===== src/rtl/result_scoreboard_if.sv =====
// result_scoreboard_if: table-load, run-control, sample and report signals of the result scoreboard
interface result_scoreboard_if #(
    parameter int WIDTH = 32,
    parameter int DEPTH = 32
);
    localparam int IDX_W = $clog2(DEPTH);
    logic             load_en;
    logic [IDX_W-1:0] load_addr;
    logic [WIDTH-1:0] load_data;
    logic [WIDTH-1:0] load_mask;
    logic [IDX_W:0]   num_checks;
    logic             start;
    logic             result_valid;
    logic [WIDTH-1:0] result;
    logic             busy;
    logic             done;
    logic [IDX_W:0]   pass_count;
    logic [IDX_W:0]   fail_count;
    logic             first_fail_valid;
    logic [IDX_W-1:0] first_fail_idx;
    logic             mismatch;
    modport master (
        output load_en, load_addr, load_data, load_mask, num_checks, start, result_valid, result,
        input  busy, done, pass_count, fail_count, first_fail_valid, first_fail_idx, mismatch
    );
    modport slave (
        input  load_en, load_addr, load_data, load_mask, num_checks, start, result_valid, result,
        output busy, done, pass_count, fail_count, first_fail_valid, first_fail_idx, mismatch
    );
endinterface


===== src/rtl/result_scoreboard.sv =====
// result_scoreboard: in-order masked compare of a valid-gated result stream against a loadable expected table
module result_scoreboard #(
    parameter int WIDTH = 32,
    parameter int DEPTH = 32
) (
    input logic clk,
    input logic reset,
    result_scoreboard_if.slave bus
);
    localparam int IDX_W = $clog2(DEPTH);
    localparam int CW = IDX_W + 1;
    localparam logic [CW-1:0] DEPTH_C = CW'(DEPTH);
    typedef enum logic [1:0] {IDLE, RUN, DONE} state_e;
    state_e           state_q, state_d;
    logic [WIDTH-1:0] exp_q  [DEPTH];
    logic [WIDTH-1:0] mask_q [DEPTH];
    logic [IDX_W-1:0] idx_q, idx_d, ffi_q, ffi_d;
    logic [CW-1:0]    n_q, n_d, pass_q, pass_d, fail_q, fail_d, n_clamp;
    logic             ffv_q, ffv_d, mm_q, mm_d, hit, last;
    assign n_clamp = bus.num_checks > DEPTH_C ? DEPTH_C : bus.num_checks;
    assign hit     = ((bus.result ^ exp_q[idx_q]) & mask_q[idx_q]) == '0;
    assign last    = {1'b0, idx_q} == n_q - CW'(1);
    // Table has no reset so its contents survive a mid-run abort; writes are blocked during RUN.
    always_ff @(posedge clk) begin
        if (bus.load_en && state_q != RUN) begin
            exp_q[bus.load_addr]  <= bus.load_data;
            mask_q[bus.load_addr] <= bus.load_mask;
        end
    end
    always_comb begin
        state_d = state_q;
        idx_d   = idx_q;
        n_d     = n_q;
        pass_d  = pass_q;
        fail_d  = fail_q;
        ffv_d   = ffv_q;
        ffi_d   = ffi_q;
        mm_d    = 1'b0;
        if (state_q != RUN) begin
            if (bus.start) begin
                n_d     = n_clamp;
                idx_d   = '0;
                pass_d  = '0;
                fail_d  = '0;
                ffv_d   = 1'b0;
                ffi_d   = '0;
                state_d = n_clamp == '0 ? DONE : RUN;
            end
        end else if (bus.result_valid) begin
            pass_d  = hit ? pass_q + CW'(1) : pass_q;
            fail_d  = hit ? fail_q : fail_q + CW'(1);
            mm_d    = !hit;
            ffv_d   = ffv_q | !hit;
            ffi_d   = (!hit && !ffv_q) ? idx_q : ffi_q;
            idx_d   = idx_q + IDX_W'(1);
            state_d = last ? DONE : RUN;
        end
    end
    always_ff @(posedge clk) begin
        if (reset) begin
            state_q <= IDLE;
            idx_q   <= '0;
            n_q     <= '0;
            pass_q  <= '0;
            fail_q  <= '0;
            ffv_q   <= 1'b0;
            ffi_q   <= '0;
            mm_q    <= 1'b0;
        end else begin
            state_q <= state_d;
            idx_q   <= idx_d;
            n_q     <= n_d;
            pass_q  <= pass_d;
            fail_q  <= fail_d;
            ffv_q   <= ffv_d;
            ffi_q   <= ffi_d;
            mm_q    <= mm_d;
        end
    end
    assign bus.busy             = state_q == RUN;
    assign bus.done             = state_q == DONE;
    assign bus.pass_count       = pass_q;
    assign bus.fail_count       = fail_q;
    assign bus.first_fail_valid = ffv_q;
    assign bus.first_fail_idx   = ffi_q;
    assign bus.mismatch         = mm_q;
endmodule


===== src/flat_wrapper.sv =====
// flat-port wrapper written by rule: the top's interface ports become plain ports
module result_scoreboard_flat 
#(
    parameter int WIDTH = 32,
    parameter int DEPTH = 32
)
  (clk, reset, bus_load_en, bus_load_addr, bus_load_data, bus_load_mask, bus_num_checks, bus_start, bus_result_valid, bus_result, bus_busy, bus_done, bus_pass_count, bus_fail_count, bus_first_fail_valid, bus_first_fail_idx, bus_mismatch);
  result_scoreboard_if #(.WIDTH(WIDTH), .DEPTH(DEPTH)) bus_i ();
  input logic clk;
  input logic reset;
  input wire logic [$bits(bus_i.load_en)-1:0] bus_load_en;
  input wire logic [$bits(bus_i.load_addr)-1:0] bus_load_addr;
  input wire logic [$bits(bus_i.load_data)-1:0] bus_load_data;
  input wire logic [$bits(bus_i.load_mask)-1:0] bus_load_mask;
  input wire logic [$bits(bus_i.num_checks)-1:0] bus_num_checks;
  input wire logic [$bits(bus_i.start)-1:0] bus_start;
  input wire logic [$bits(bus_i.result_valid)-1:0] bus_result_valid;
  input wire logic [$bits(bus_i.result)-1:0] bus_result;
  output wire logic [$bits(bus_i.busy)-1:0] bus_busy;
  output wire logic [$bits(bus_i.done)-1:0] bus_done;
  output wire logic [$bits(bus_i.pass_count)-1:0] bus_pass_count;
  output wire logic [$bits(bus_i.fail_count)-1:0] bus_fail_count;
  output wire logic [$bits(bus_i.first_fail_valid)-1:0] bus_first_fail_valid;
  output wire logic [$bits(bus_i.first_fail_idx)-1:0] bus_first_fail_idx;
  output wire logic [$bits(bus_i.mismatch)-1:0] bus_mismatch;
  assign bus_i.load_en = bus_load_en;
  assign bus_i.load_addr = bus_load_addr;
  assign bus_i.load_data = bus_load_data;
  assign bus_i.load_mask = bus_load_mask;
  assign bus_i.num_checks = bus_num_checks;
  assign bus_i.start = bus_start;
  assign bus_i.result_valid = bus_result_valid;
  assign bus_i.result = bus_result;
  assign bus_busy = bus_i.busy;
  assign bus_done = bus_i.done;
  assign bus_pass_count = bus_i.pass_count;
  assign bus_fail_count = bus_i.fail_count;
  assign bus_first_fail_valid = bus_i.first_fail_valid;
  assign bus_first_fail_idx = bus_i.first_fail_idx;
  assign bus_mismatch = bus_i.mismatch;
  result_scoreboard #(.WIDTH(WIDTH), .DEPTH(DEPTH)) u_core (.clk(clk), .reset(reset), .bus(bus_i));
endmodule

===== config.mk =====
export PLATFORM = sky130hd
export DESIGN_NAME = result_scoreboard_flat
export DESIGN_NICKNAME = d
export VERILOG_FILES = /design/src/rtl/result_scoreboard_if.sv /design/src/rtl/result_scoreboard.sv /design/src/flat_wrapper.sv
export SDC_FILE = /design/constraint.sdc
export NUM_CORES = 2
export LEC_CHECK = 0
export BUFFER_PORTS_ARGS = -buffer_cell sky130_fd_sc_hd__clkbuf_2
export CELL_PAD_IN_SITES_DETAIL_PLACEMENT = 2
export CELL_PAD_IN_SITES_GLOBAL_PLACEMENT = 2
export CORE_UTILIZATION = 50
export CTS_CLUSTER_DIAMETER = 150
export DETAILED_ROUTE_END_ITERATION = 12
export PLACE_DENSITY = 0.9
export SLEW_MARGIN = 20
export SYNTH_ARGS = -nofsm -noshare
export SYNTH_HDL_FRONTEND = slang
export SYNTH_SLANG_ARGS = --single-unit

===== constraint.sdc =====
create_clock -name clk -period 5.42 [get_ports clk]
set_input_delay 0.271 -clock clk [delete_from_list [all_inputs] [get_ports clk]]
set_output_delay 0.271 -clock clk [all_outputs]
set_load 0.02 [all_outputs]

==> flow_summary.toml <==
[yosys]
register_bit_total_from_synthesis = 2085
yosysWarnings = 0
cells_after_synthesis = 3827
asyncSetResetFlopFracSynth = 0
synth.most_common_cell = "sky130_fd_sc_hd__edfxtp_1"
total_standard_cell_area_after_synthesis_um2 = 81900
synth_edf_count = 2048
synth_largest_type_area_fraction = 0.751
synthDominantAreaCellType = "sky130_fd_sc_hd__edfxtp_1"
synth_top_cells_by_count = "sky130_fd_sc_hd__edfxtp_1, sky130_fd_sc_hd__mux4_2, sky130_fd_sc_hd__mux2i_1, sky130_fd_sc_hd__xor2_1, sky130_fd_sc_hd__nand2_1"
mappedNetlistNets = 3943
synth_area_leaders = "sky130_fd_sc_hd__edfxtp_1, sky130_fd_sc_hd__mux4_2, sky130_fd_sc_hd__mux2i_1"
most_used_dff_post_synth = "sky130_fd_sc_hd__edfxtp_1"
ys_seq_area_frac = 0.760
synth_cell_type_count = 92
postSynthAreaPerCell_um2 = 21.4

[die]
die-area_um2 = 165000
initial_utilization = 0.503
fp-row-count = 148
ioPinCount = 133
fp.coreArea_um2 = 163000
dieHeight_um = 407
die_width_um = 407

[clock_tree]
cts-buffers-inserted = 212
clk_latency_ns = 0.86
ctsRootBufferMaster = "sky130_fd_sc_hd__clkbuf_16"
cts-htree-levels = 4
clk_pin_slew_ns = 0.08
cts_tree = "built"
clock_tree.buffer_depth = 3
num_clock_sinks = 2085

[worst_setup_path]
classification_of_the_worst_setup_path = "register to register"
cp_cell_sequence = "buf_12 -> mux4_2 -> a22o_1 -> a221oi_2 -> xnor2_1 -> a211oi_1 -> and4_1 -> nand4_2 -> o2111ai_4 -> nor3b_1 -> a41o_1"
worstPathBufferInverterCount = 1
worstPathMaxFanout = 35
crit_path_leading_delay_family = "compound AO/OA/AOI/OAI gates"
start_kind = "register"
cp_max_delay_cell = "sky130_fd_sc_hd__dfxtp_4"
worst-endpoint-required_ns = 6.15
critical_path.endpoint_type = "register"
worst-endpoint-arrival_ns = 6.20
worst_path_largest_cell_delay_ns = 1.00

[placed_design]
gp_congestion = 0.794
port_buffers = 132
dp_hpwl_um = 180000
pre_cts_ws_ns = 0.373

[timing]
clock-skew-final_ns = 0.0678
final.setup.worst_slack_ns = -0.0469
final_max_slew_viol_count = 0
period_needed_ns = 5.47
timing.final.setup_violations = 5
timing_worst_slew_pin_value_ns = 1.22
fin_crit_sh = 1.01
fmax_ghz = 0.183
hold_viol_final = 0
worst_slew_margin_rel = 0.189

[routing]
routed_wire_length_per_instance_um = 53.5
detailed_router_s_first_iteration_violation_count = 8573
totalWireLength_um = 348000
total_drc_errors_in_the_routed_layout = 0
postRouteAntennaNets = 0
viasPerCell = 7.45
route.vias.total = 48500
detail_route.first_pass.iterations = 6

[grt]
number_of_antenna_violations_at_the_first_check_in_global_routing = 34
grt_start_max_net_pins = 72
number_of_global_route_vias_before_repair = 49200
wire_length_of_the_first_global_routing_pass_um = 452000
grt_overflow = 0
grt_util_all_layers = 0.413

[final_layout]
drive_above_1_share = 0.255
core_util_final = 0.569
final_net_count = 4251
area_delta_synth_final_pct = 13.1

[outcome]
status = "finished with violations"
violations = "negative setup slack"

[min_path]
timing.hold.worst.class = "input pin to register"

[power]
worst_ir_drop_vdd_mv = 0.320
combinationalPowerShare = 0.039
p_seq_frac = 0.519
cellLeakagePower_nw = 28.9
net-switching-power_mw = 8.22
power_switching_share = 0.239
internal_power_mw = 26.2
cellPowerDensity_nw_per_um2 = 371
clock_power_share = 0.441

[run]
max-cap-violations = 0
timing repair:
item / 4_1_cts / 5_1_grt
buffers inserted: 0 / 0
hold buffers: 12 / 0
endpoints found under the hold margin: 10 / 0
gates resized for setup: 0 / 0
area by class of cell:
cell class	instances	area, um^2
clock inverter	116	907
fill	13100	70100
timing repair buffer	289	2510
clock buffer	268	5700
multi-input combinational	1534	18400
tap	2175	2720
inverter	13	53.8
antenna	28	70.1
sequential	2085	62300
state kept, by name, summed over array words and instances (netlist names), named ones only:
register,flops
u_core.bus.fail_count,6
u_core.bus.first_fail_idx,5
u_core.n_q,6
u_core.bus.mismatch,1
u_core.bus.pass_count,6
u_core.exp_q,1024
u_core.bus.first_fail_valid,1
u_core.state_q,2
u_core.idx_q,5
u_core.mask_q,1024
per-stage QoR:
stage               instance area, um^2  TNS, ns  instances  total power, mW  hold slack, ns
floorplan                         81900        0       3827             18.8           0.370
global route                      92600  -0.0129       6498             34.8           0.104
finish                            92600   -0.163       6508             34.4           0.124
global placement                  85800        0       6081             19.3           0.456
detailed placement                85800        0       6082             19.4           0.477
CTS                               92500        0       6478             34.0          0.0269
worst paths after layout:
path                                     start                      endpoint  slack, ns  depth (start not counted)
hold reg to reg   u_core.bus.first_fail_idx[1]  u_core.bus.first_fail_idx[1]       0.56                          1
setup reg to reg                      register  u_core.bus.first_fail_idx[2]      -0.05                         11
setup / recovery                      register  u_core.bus.first_fail_idx[2]      -0.05                         11
hold / removal                bus_load_data[3]           u_core.exp_q[30][3]       0.12                          1
routing by layer:
metal | up-vias | share of wire | track usage
met1 | 26100 | 0.35 | 0.519
met5 | - | 0.00038 | 0
met4 | 18 | 0.068 | 0.242
li1 | 16500 | - | -
met3 | 1194 | 0.11 | 0.0922
met2 | 4611 | 0.48 | 0.661
cell usage in the layout, fill, tap and decap left out, types with 9 or more instances in the layout:
cell	synthesis	layout
sky130_fd_sc_hd__nor2b_1	19	19
sky130_fd_sc_hd__a22oi_1	26	26
sky130_fd_sc_hd__clkinv_1	0	51
sky130_fd_sc_hd__nand3b_1	16	16
sky130_fd_sc_hd__nor2_4	1	33
sky130_fd_sc_hd__nor2_1	74	42
sky130_fd_sc_hd__inv_1	10	9
sky130_fd_sc_hd__a21oi_1	32	31
sky130_fd_sc_hd__nand3_1	41	41
sky130_fd_sc_hd__clkbuf_2	0	132
sky130_fd_sc_hd__clkbuf_1	23	44
sky130_fd_sc_hd__nor3_1	12	12
sky130_fd_sc_hd__o211ai_1	19	19
sky130_fd_sc_hd__diode_2	0	28
sky130_fd_sc_hd__mux4_2	451	451
sky130_fd_sc_hd__buf_4	49	93
sky130_fd_sc_hd__mux2i_1	184	184
sky130_fd_sc_hd__dlygate4sd3_1	0	12
sky130_fd_sc_hd__a22o_1	10	10
sky130_fd_sc_hd__a211oi_1	10	10
sky130_fd_sc_hd__buf_12	4	50
sky130_fd_sc_hd__and3_1	21	21
sky130_fd_sc_hd__xnor2_1	47	47
sky130_fd_sc_hd__nand2_1	145	145
sky130_fd_sc_hd__bufinv_16	0	12
sky130_fd_sc_hd__a221oi_1	15	15
sky130_fd_sc_hd__dfxtp_1	37	33
sky130_fd_sc_hd__nand4_1	9	9
sky130_fd_sc_hd__clkbuf_16	0	218
sky130_fd_sc_hd__edfxtp_1	2048	2048
sky130_fd_sc_hd__and2_1	19	19
sky130_fd_sc_hd__o21ai_0	26	26
sky130_fd_sc_hd__clkinv_2	0	38
sky130_fd_sc_hd__a32oi_1	19	19
sky130_fd_sc_hd__xor2_1	159	159
sky130_fd_sc_hd__a31oi_1	20	20
sky130_fd_sc_hd__nand2b_1	10	10
power groups by stage:
stage | Sequential (mW) | Clock (mW) | Combinational (mW)
final | 17.9 | 15.2 | 1.36
after floorplan | 18.2 | 0 | 0.617
after detailed placement | 18.2 | 0 | 1.25
after global routing | 17.9 | 15.6 | 1.37
after global placement | 18.2 | 0 | 1.09
after CTS | 17.9 | 14.9 | 1.30
cells by family (layout without fill, tap and decap cells):
group                      count (synthesis)  in the layout  share of synthesized area
buffers and inverters                    208            686                     0.0185
xor gates and xnor gates                 206            206                     0.0220
other                                      0             28                          0
AOI/OAI and AO/OA                        254            254                     0.0236
and+or+nand+nor                          424            424                     0.0269
DFF                                     2085           2085                      0.760
muxes                                    646            646                      0.148
adders and majority gates                  4              4                   0.000611
worst register-to-register path, stage by stage (launching register included):
cell,delay (ns)
sky130_fd_sc_hd__dfxtp_4,1.00
sky130_fd_sc_hd__buf_12,0.41
sky130_fd_sc_hd__mux4_2,0.63
sky130_fd_sc_hd__a22o_1,0.24
sky130_fd_sc_hd__a221oi_2,0.30
sky130_fd_sc_hd__xnor2_1,0.13
sky130_fd_sc_hd__a211oi_1,0.73
sky130_fd_sc_hd__and4_1,0.50
sky130_fd_sc_hd__nand4_2,0.37
sky130_fd_sc_hd__o2111ai_4,0.56
sky130_fd_sc_hd__nor3b_1,0.17
sky130_fd_sc_hd__a41o_1,0.31
No activity file was read; power rests on OpenSTA's default activity.
